`src/rtl/ones_pkg.sv`:
```
// Shared definitions for the ones'-complement checksum accumulator:
// FSM state encoding and the packet word-count saturation limit.
package ones_pkg;

  typedef enum logic {
    ACCUM = 1'b0,
    DONE  = 1'b1
  } state_t;

  localparam logic [7:0] COUNT_MAX = 8'd255;

endpackage

```
`src/rtl/oc_add4_eac.sv`:
```
// Combinational ones'-complement adder: WIDTH-bit sum with the carry-out
// folded back into bit 0 (end-around carry).
module oc_add4_eac #(
  parameter int WIDTH = 4
) (
  input  logic [WIDTH-1:0] a,
  input  logic [WIDTH-1:0] b,
  output logic [WIDTH-1:0] sum
);

  logic [WIDTH:0] raw;

  assign raw = {1'b0, a} + {1'b0, b};
  // Adding the carry back cannot carry again: the low part is at most 2^WIDTH-2 when carry=1.
  assign sum = raw[WIDTH-1:0] + WIDTH'(raw[WIDTH]);

endmodule

```
`src/rtl/ones_checksum_acc.sv`:
```
// Accumulates a packet of words into a ones'-complement sum, then holds the
// sum, its inverse (checksum) and a saturating word count until accepted.
module ones_checksum_acc
  import ones_pkg::*;
#(
  parameter int WIDTH = 4
) (
  input  logic             clk,
  input  logic             reset,
  input  logic [WIDTH-1:0] in_data,
  input  logic             in_valid,
  input  logic             in_last,
  output logic             in_ready,
  output logic [WIDTH-1:0] out_sum,
  output logic [WIDTH-1:0] out_check,
  output logic [7:0]       out_count,
  output logic             out_valid,
  input  logic             out_ready
);

  state_t           state_reg, state_next;
  logic [WIDTH-1:0] acc_reg, acc_next;
  logic [WIDTH-1:0] out_sum_reg, out_sum_next;
  logic [7:0]       count_reg, count_next;
  logic [7:0]       out_count_reg, out_count_next;
  logic [WIDTH-1:0] sum_calc;
  logic [7:0]       count_inc;

  oc_add4_eac #(.WIDTH(WIDTH)) u_eac (
    .a   (acc_reg),
    .b   (in_data),
    .sum (sum_calc)
  );

  assign count_inc = (count_reg == COUNT_MAX) ? count_reg : count_reg + 8'd1;

  always_ff @(posedge clk) begin
    if (reset) begin
      state_reg     <= ACCUM;
      acc_reg       <= '0;
      count_reg     <= '0;
      out_sum_reg   <= '0;
      out_count_reg <= '0;
    end else begin
      state_reg     <= state_next;
      acc_reg       <= acc_next;
      count_reg     <= count_next;
      out_sum_reg   <= out_sum_next;
      out_count_reg <= out_count_next;
    end
  end

  always_comb begin
    state_next     = state_reg;
    acc_next       = acc_reg;
    count_next     = count_reg;
    out_sum_next   = out_sum_reg;
    out_count_next = out_count_reg;
    in_ready       = 1'b0;
    out_valid      = 1'b0;
    case (state_reg)
      ACCUM: begin
        in_ready = 1'b1;
        if (in_valid) begin
          acc_next   = sum_calc;
          count_next = count_inc;
          if (in_last) begin
            out_sum_next   = sum_calc;
            out_count_next = count_inc;
            state_next     = DONE;
          end
        end
      end
      DONE: begin
        // Inputs are ignored here; the held result only leaves on out_ready.
        out_valid = 1'b1;
        if (out_ready) begin
          state_next = ACCUM;
          acc_next   = '0;
          count_next = '0;
        end
      end
    endcase
  end

  assign out_sum   = out_sum_reg;
  assign out_check = ~out_sum_reg;
  assign out_count = out_count_reg;

endmodule

```
`config.mk`:
```
export PLATFORM = sky130hd
export DESIGN_NAME = ones_checksum_acc
export DESIGN_NICKNAME = d
export VERILOG_FILES = /design/src/rtl/ones_pkg.sv /design/src/rtl/oc_add4_eac.sv /design/src/rtl/ones_checksum_acc.sv
export SDC_FILE = /design/constraint.sdc
export NUM_CORES = 1
export LEC_CHECK = 0
export CAP_MARGIN = 10
export CELL_PAD_IN_SITES_DETAIL_PLACEMENT = 0
export CELL_PAD_IN_SITES_GLOBAL_PLACEMENT = 1
export CORE_MARGIN = 2
export CORE_UTILIZATION = 42
export CTS_BUF_LIST = sky130_fd_sc_hd__clkbuf_2 sky130_fd_sc_hd__clkbuf_4 sky130_fd_sc_hd__clkbuf_8
export DETAILED_ROUTE_END_ITERATION = 7
export GPL_TIMING_DRIVEN = 0
export PLACE_DENSITY = 0.95
export SLEW_MARGIN = 10
export SYNTH_ARGS = -nofsm -noshare
export SYNTH_HDL_FRONTEND = slang
export SYNTH_SLANG_ARGS = --single-unit
```
`constraint.sdc`:
```
create_clock -name clk -period 5.6 [get_ports clk]
set_clock_uncertainty 0.1 [all_clocks]
set_input_delay 1.12 -clock clk [delete_from_list [all_inputs] [get_ports clk]]
set_output_delay 1.12 -clock clk [all_outputs]
set_load 0.05 [all_outputs]
```
# ---- Yosys cells after proc, flatten, opt, wreduce, memory -nomap -nowiden
# Cells that the tools add are included.
dict set report op_classes {
  reduce_logical 2
  bitwise_logic 2
  addsub 3
  mux 13
  n_eq_ne 3
}
# operator count
set op_table {}
lappend op_table {{8-bit 2-to-1 mux} 3}
lappend op_table {{8-bit case mux with 2 select lines} 1}
lappend op_table {{8-bit by 1-bit adder with 8-bit output, second input constant} 1}
lappend op_table {{8-bit equality test, second input constant} 1}
lappend op_table {{4-bit 2-to-1 mux} 2}
lappend op_table {{4-bit case mux with 2 select lines} 1}
lappend op_table {{4-bit by 4-bit adder with 5-bit output} 1}
lappend op_table {{1-bit 2-to-1 mux} 5}
lappend op_table {{4-bit by 1-bit adder with 4-bit output} 1}
lappend op_table {{2-bit != test, second input constant} 2}
lappend op_table {{4-bit NOT} 1}
lappend op_table {{3-bit AND reduction} 1}
lappend op_table {{1-bit case mux with 2 select lines} 1}
lappend op_table {{2-bit AND reduction} 1}
lappend op_table {{1-bit NOT} 1}
dict set report word_totals {
  ff_bits 25
  input_bits 9
  word_cells 28
  out_inout_bits 18
}

# ---- Depth between registers and ports, before layout
# Gate-level depths: netlist of run 1.
dict set report depth {
  ltp_word 4
  mapped_depth 9
  depth_no_buf 9
}

# ---- Modules after synthesis
# Synthesis of run 1 repeated with hierarchy kept, for this count alone.
dict set report hier_totals {
  hier_cells 173
  hier_area_um2 1481.4
}
# module seq_area_each_um2 instances area_per_inst_um2 cells_per_inst
set modules_own_cells {}
lappend modules_own_cells {ones_checksum_acc 500.5 1 1251.2 146}
lappend modules_own_cells {oc_add4_eac 0.0 1 230.2 27}

# ---- Worst setup path before layout of run 1
# OpenSTA, ideal clock, no wires.
dict set report synth_timing {
  path_kind {input to register}
  startpoint {in in_data[0]}
  endpoint {reg out_sum_reg[3] (netlist: out_sum[3])}
  path_slack_ns 2.505
  t_required_ns 5.378
  path_stages 9
  arrival_time_ns 2.873
  setup_ns 0.122
  path_buffers 0
  path_cell_list {ha_1 > fa_1 > a21o_2 > a21o_1 > ha_1 > nand2_1 > o21a_1 > nor3_1 > o31a_2}
}
dict set report synth_between {
  elab_chain_len 2
}
# element line_no
set synth_rtl {}
lappend synth_rtl {{start: declaration} ones_checksum_acc.sv:10} ;# input logic [WIDTH-1:0] in_data,
lappend synth_rtl {{4-bit by 4-bit adder with 5-bit output} oc_add4_eac.sv:13} ;# assign raw = {1'b0, a} + {1'b0, b};
lappend synth_rtl {{4-bit by 1-bit adder with 4-bit output} oc_add4_eac.sv:15} ;# assign sum = raw[WIDTH-1:0] + WIDTH'(raw[WIDTH]);
lappend synth_rtl {{end signal: assignment} ones_checksum_acc.sv:48} ;# out_sum_reg <= out_sum_next;
lappend synth_rtl {{end: declaration} ones_checksum_acc.sv:23} ;# logic [WIDTH-1:0] out_sum_reg, out_sum_next;
# No other way between the ends.
# A chain may end at the register's enable or synchronous reset.

# ---- Worst setup path in the final report of run 1
# Same ends and word-level chain as after synthesis.

==> results of run 1 <==
==> cells in the mapped netlist, drive strengths merged, types with 2 or more instances <==
library cell  count  area (µm²)
dfxtp            25         500
a21oi            14        70.1
nand2            14        52.6
nor2             12        45.0
ha                7        87.6
inv               6        22.5
nand3b            6        45.0
o211ai            6        50.1
o21ai             6        30.0
a22oi             5        37.5
clkbuf            5        20.0
a21o              4        32.5
nand3             4        20.0
nor3              4        20.0
and2              3        18.8
buf               3        17.5
nand2b            3        18.8
nand4             3        33.8
o31ai             3        22.5
xor2              3        26.3
a211oi            2        15.0
a31oi             2        12.5
nor2b             2        12.5
or3               2        12.5
xnor2             2        17.5
==> worst paths after layout <==
check                from            to  depth (start not counted)
min          out_count[6]  out_count[6]                          2
min reg2reg  out_count[6]  out_count[6]                          2
max reg2reg    acc_reg[0]    out_sum[3]                          9
max            in_data[0]    out_sum[3]                         10
==> metal layers <==
metal  up-vias  part of all wire [%]  global-route usage [%]
li1        632                     -                       -
met1       590                    47                    25.0
met2        28                    48                    31.6
met3         4                   4.0                    2.13
met4         0                   1.2                    6.83
met5         -                     0                       0
==> cell type report <==
| class | count | area (µm²) | share of cell area [%] |
|---|---|---|---|
| Timing Repair Buffer | 26 | 260 | 15.4 |
| Tap cell | 44 | 55.1 | 3.26 |
| Inverter | 6 | 22.5 | 1.33 |
| Buffer | 8 | 37.5 | 2.22 |
| Sequential cell | 25 | 500 | 29.6 |
| Multi-Input combinational cell | 118 | 785 | 46.4 |
| Clock buffer | 4 | 30.0 | 1.78 |
==> tightest hold or removal path: cells and delay by family, from the launching register on <==
kind	cells	cell delay, ns
flops	1	0.34
simple gates	1	0.05
compound gates	1	0.05
==> per-stage QoR <==
step                setup WS, ns  power [mW]
finish                      2.29       0.405
global route                2.14       0.426
CTS                         2.28       0.405
detailed placement          1.94       0.321
global placement            1.99       0.317
floorplan                   2.50       0.283
==> power breakdown <==
| part | switching, mW | internal (mW) |
|---|---|---|
| combinational | 0.0741 | 0.0476 |
| clock | 0.0539 | 0.0327 |
| sequential | 0.00811 | 0.188 |
==> cells in the final DEF, fill, tap and decap left out, types with 3 or more instances in the layout <==
| cell type | n |
|---|---|
| a21oi_1 | 14 |
| a22oi_1 | 5 |
| and2_1 | 3 |
| clkbuf_1 | 4 |
| clkbuf_4 | 4 |
| clkdlybuf4s50_1 | 26 |
| dfxtp_1 | 25 |
| ha_1 | 7 |
| inv_1 | 6 |
| nand2_1 | 14 |
| nand2b_1 | 3 |
| nand3_1 | 4 |
| nand3b_1 | 6 |
| nor2_1 | 12 |
| nor3_1 | 4 |
| o211ai_1 | 5 |
| o21ai_0 | 5 |
| o31ai_1 | 3 |
| xor2_1 | 3 |
==> cells by family (layout without fill, tap and decap cells) <==
kind of cell / Yosys count / after routing / share of synthesized area [%]
buf+inv: 14 / 44 / 4.46
simple gates: 57 / 57 / 23.1
xor+xnor: 5 / 5 / 3.26
flops: 25 / 25 / 37.2
compound gates: 47 / 47 / 23.3
fa+ha+maj: 8 / 8 / 8.00
mux: 1 / 1 / 0.744
==> flow_summary.json, run 1 <==
{
  "outcome": "completed",
  "drt_pass1_iterations": 4,
  "track_usage_pct": 18.8,
  "cts.path.max_buffers": 2,
  "nNetsFinal": 205,
  "rows": 20,
  "wl_mm": 3.08,
  "grt_max_degree": 14,
  "fill_cells": 315,
  "ctsHoldBuffers": 0,
  "r2r_setup_slack_ns": 3.19,
  "grt_overflow_total": 0,
  "min_path_type": "flip-flop to flip-flop",
  "crit_type": "primary input to flip-flop",
  "yosysWarnings": 0,
  "tritoncts": "built",
  "core_area_um2": 3050,
  "synth_nets": 174,
  "hold_slack_ns": 0.371,
  "clkSinkCount": 25,
  "hpwl_mm": 2.36,
  "cp_common_cell": "ha_1",
  "syn_area_um2": 1350,
  "slew_headroom_pct": 66.2,
  "utilization_pct": 55.4,
  "clkTransAtPathRegs_ns": 0.14,
  "ant_nets": 0,
  "worstSetupEndpointType": "flip-flop",
  "ys_seq_elements": 25,
  "arrival_ns": 3.43,
  "diodes": 0,
  "io_pins": 27,
  "synthArstFlopShare_pct": 0,
  "via_count": 1254,
  "final-hold-violation-count": 0,
  "ys.flop_type": "dfxtp_1",
  "cp_slowest_stage_delay_ns": 0.41,
  "cp-start-kind": "primary input",
  "portBuffers": 26,
  "syn_area_per_cell_um2": 8.57,
  "tightestPinTransition_ns": 0.505,
  "cts_resized": 0,
  "cp_num_buf_inv": 1,
  "grt_pass1_vias": 1133,
  "p_leak_nw": 0.642,
  "cp_cell_sequence": "clkdlybuf4s50_1 -> ha_1 -> fa_1 -> a21o_2 -> a21o_1 -> ha_1 -> nand2_1 -> o21a_1 -> nor3_1 -> o31a_2",
  "fin_crit_sh_pct": 59.1,
  "die_w_um": 60.6,
  "placed_area_um2": 1660,
  "drc": 0,
  "critPathSlowestCell": "clkdlybuf4s50_1",
  "fin_setup_tns_ns": 0,
  "final_layout_size_suffix_gt1_share_pct": 6.95,
  "synth-edff-count": 0,
  "first_iter_violations": 43,
  "htree_levels": 1,
  "max_freq_mhz": 302,
  "placedCellCount": 227,
  "cpLargestDelayFamily": "compound AO/OA/AOI/OAI gates",
  "cap_violations": 0,
  "die_area_um2": 3670,
  "yosysSeqAreaShare_pct": 37.2,
  "antenna_found_initial": 0,
  "setup_violations": 0,
  "post_cts_buffers": 0,
  "vias_per_cell": 5.43,
  "cts_buffers": 3,
  "layout_min_cycle_time_ns": 3.31,
  "fin_cells": 231,
  "gp_routability_congestion": 0.832,
  "cp.required_ns": 5.72,
  "grt_pass1_wl_mm": 5.16,
  "dieHeight_um": 60.6,
  "powerDensity_nw_per_um2": 239,
  "rsz0062_at_grt": "no",
  "cts-root-buf": "clkbuf_4",
  "syn_to_final_growth_pct": 25.7,
  "wl_per_cell_um": 13.3,
  "ys_types": 42,
  "stdcell_area_um2": 1690,
  "drv_slew": 0,
  "initial_core_util_pct": 44.1,
  "clock_latency_ns": 0.31,
  "path_max_fanout": 4,
  "ir_worst_vdd_mv": 0.119,
  "syn_inst": 157
}
(Power assumes the default switching activity.)
==> run 2, diff against run 1 <==
CORE_UTILIZATION = 35   (was 42)
PLACE_DENSITY = 0.89   (was 0.95)
clock period = 2.65 ns   (was 5.6 ns; I/O delays follow)
==> run 2 against run 1 <==
- total power is 120% higher
- sequential power is 110% higher
- wire length is 3.0% lower
- die area increased by 19%
- hold slack lost 0.012 ns
- via count is 2.6% lower
- global-route usage fell by 3.7 points
- sequential share of layout area decreased by 0.62 points
- design area grew 2.1%
- combinational power rose by 110%
- critical path depth down 1
- largest cell class unchanged
- largest power group unchanged
==> flow_summary.json, run 2 (synthesized netlist as in run 1, its figures left out) <==
{
  "outcome": "completed",
  "antenna_found_initial": 0,
  "fin_crit_sh_pct": 90.8,
  "first_iter_violations": 82,
  "drv_slew": 0,
  "layout_setup_ws_ns": 0.244,
  "hold_path_end": "out_count[6]",
  "r2r_setup_slack_ns": 0.39,
  "diodes": 0,
  "die_area_um2": 4350,
  "syn_to_final_growth_pct": 28.4,
  "worstSetupEndpointType": "flip-flop",
  "r2r-end": "out_sum[3]",
  "cp_slowest_stage_delay_ns": 0.45,
  "rsz0062_at_grt": "no",
  "tritoncts": "built",
  "fill_cells": 386,
  "layout_common_cells": "dfxtp_1 (25), clkdlybuf4s50_1 (25), a21oi_1 (14), nand2_1 (13), nor2_1 (12)",
  "ir_worst_vdd_mv": 0.305,
  "final_layout_size_suffix_gt1_share_pct": 9.09,
  "critPathSlowestCell": "clkdlybuf4s50_1",
  "reg2reg_depth": 9,
  "cap_violations": 0,
  "grt_max_degree": 16,
  "layout_min_cycle_time_ns": 2.41,
  "final-hold-violation-count": 0,
  "pre_cts_ws_ns": -0.422,
  "clkTransAtPathRegs_ns": 0.09,
  "dieHeight_um": 66.0,
  "htree_levels": 1,
  "drc": 0,
  "multi_input_area_um2": 795,
  "drt_pass1_iterations": 4,
  "via_count": 1222,
  "tightestPinTransition_ns": 0.504,
  "clock_latency_ns": 0.28,
  "initial_core_util_pct": 36.5,
  "fin_setup_tns_ns": 0,
  "utilization_pct": 46.8,
  "cts_buffers": 3,
  "cp-start-kind": "primary input",
  "gp_routability_congestion": 0.802,
  "worstHoldStart": "out_count[6]",
  "wl_per_cell_um": 12.7,
  "hold_slack_ns": 0.359,
  "post_cts_buffers": 0,
  "regArea_um2": 500,
  "crit_type": "primary input to flip-flop",
  "ant_nets": 0,
  "grt_pass1_vias": 1101,
  "stdcell_area_um2": 1730,
  "io_pins": 27,
  "rows": 22,
  "clkSinkCount": 25,
  "cp.required_ns": 2.72,
  "min_path_type": "flip-flop to flip-flop",
  "powerDensity_nw_per_um2": 527,
  "slew_headroom_pct": 66.4,
  "grt_pass1_wl_mm": 5.12,
  "core_area_um2": 3690,
  "grt_overflow_total": 0,
  "setup_violations": 0,
  "holdPathStages": 2,
  "path_max_fanout": 4,
  "placed_area_um2": 1670,
  "regToRegStartpoint": "acc_reg[0]",
  "die_w_um": 66.0,
  "wl_mm": 2.99,
  "vias_per_cell": 5.20,
  "hpwl_mm": 2.18,
  "portBuffers": 26,
  "cts-root-buf": "clkbuf_8",
  "cts.path.max_buffers": 2,
  "arrival_ns": 2.47,
  "track_usage_pct": 15.2,
  "nNetsFinal": 205,
  "max_freq_mhz": 416,
  "cp_cell_sequence": "clkdlybuf4s50_1 -> fa_2 -> a21o_2 -> a21o_1 -> ha_2 -> nand2_2 -> o21a_1 -> nor3_1 -> o31a_2",
  "p_leak_nw": 0.650
}
## run 2: where the power goes
part           internal (mW)  switching (mW)
Clock                  0.107           0.131
Sequential             0.398          0.0169
Combinational          0.103           0.155
Total                  0.607           0.303
## run 2: worst max-delay path by stage
stage                     from  depth (start not counted)  slack (ns)    endpoint
finish              in_data[1]                          9        0.24  out_sum[3]
global route        in_data[1]                          9        0.16  out_sum[3]
CTS                 in_data[0]                         10       0.005  out_sum[3]
detailed placement  in_data[0]                         10       -0.42  out_sum[3]
global placement    in_data[0]                         10       -0.39  out_sum[3]
floorplan           in_data[0]                          9        0.14  out_sum[3]
## run 2: what timing repair did
| action | in CTS | in global routing |
|---|---|---|
| hold buffers | 0 | 0 |
| endpoints found under the setup margin | 4 | 4 |
| pin swaps | 1 | 6 |
| gates cloned | 0 | 0 |
| gates resized for setup | 3 | 2 |
## run 2: cell type report
cell class,count,area share [%]
clock buffer,3,2.39
tap,48,3.48
timing repair buffer,26,15.2
clock inverter,1,0.435
inverter,6,1.30
sequential,25,29.0
buffer,8,2.17
multi-input combinational,118,46.0
## run 2: worst max-delay path: cells and delay by family
family / cells / cell delay (ns)
buf+inv: 1 / 0.45
compound gates: 4 / 0.80
fa+ha+maj: 2 / 0.55
simple gates: 2 / 0.14
## run 2: routing by layer
layer / track usage [%] / part of all wire, % / up-vias
met1: 21.3 / 51 / 564
li1: - / - / 631
met2: 24.1 / 44 / 25
met3: 3.58 / 4.6 / 2
met4: 2.30 / 0.40 / 0
met5: 0 / 0 / -
## run 2: stage by stage
stage	std cells	total power, mW
finish	235	0.911
global route	235	0.962
CTS	235	0.917
detailed placement	231	0.677
global placement	231	0.675
floorplan	157	0.599
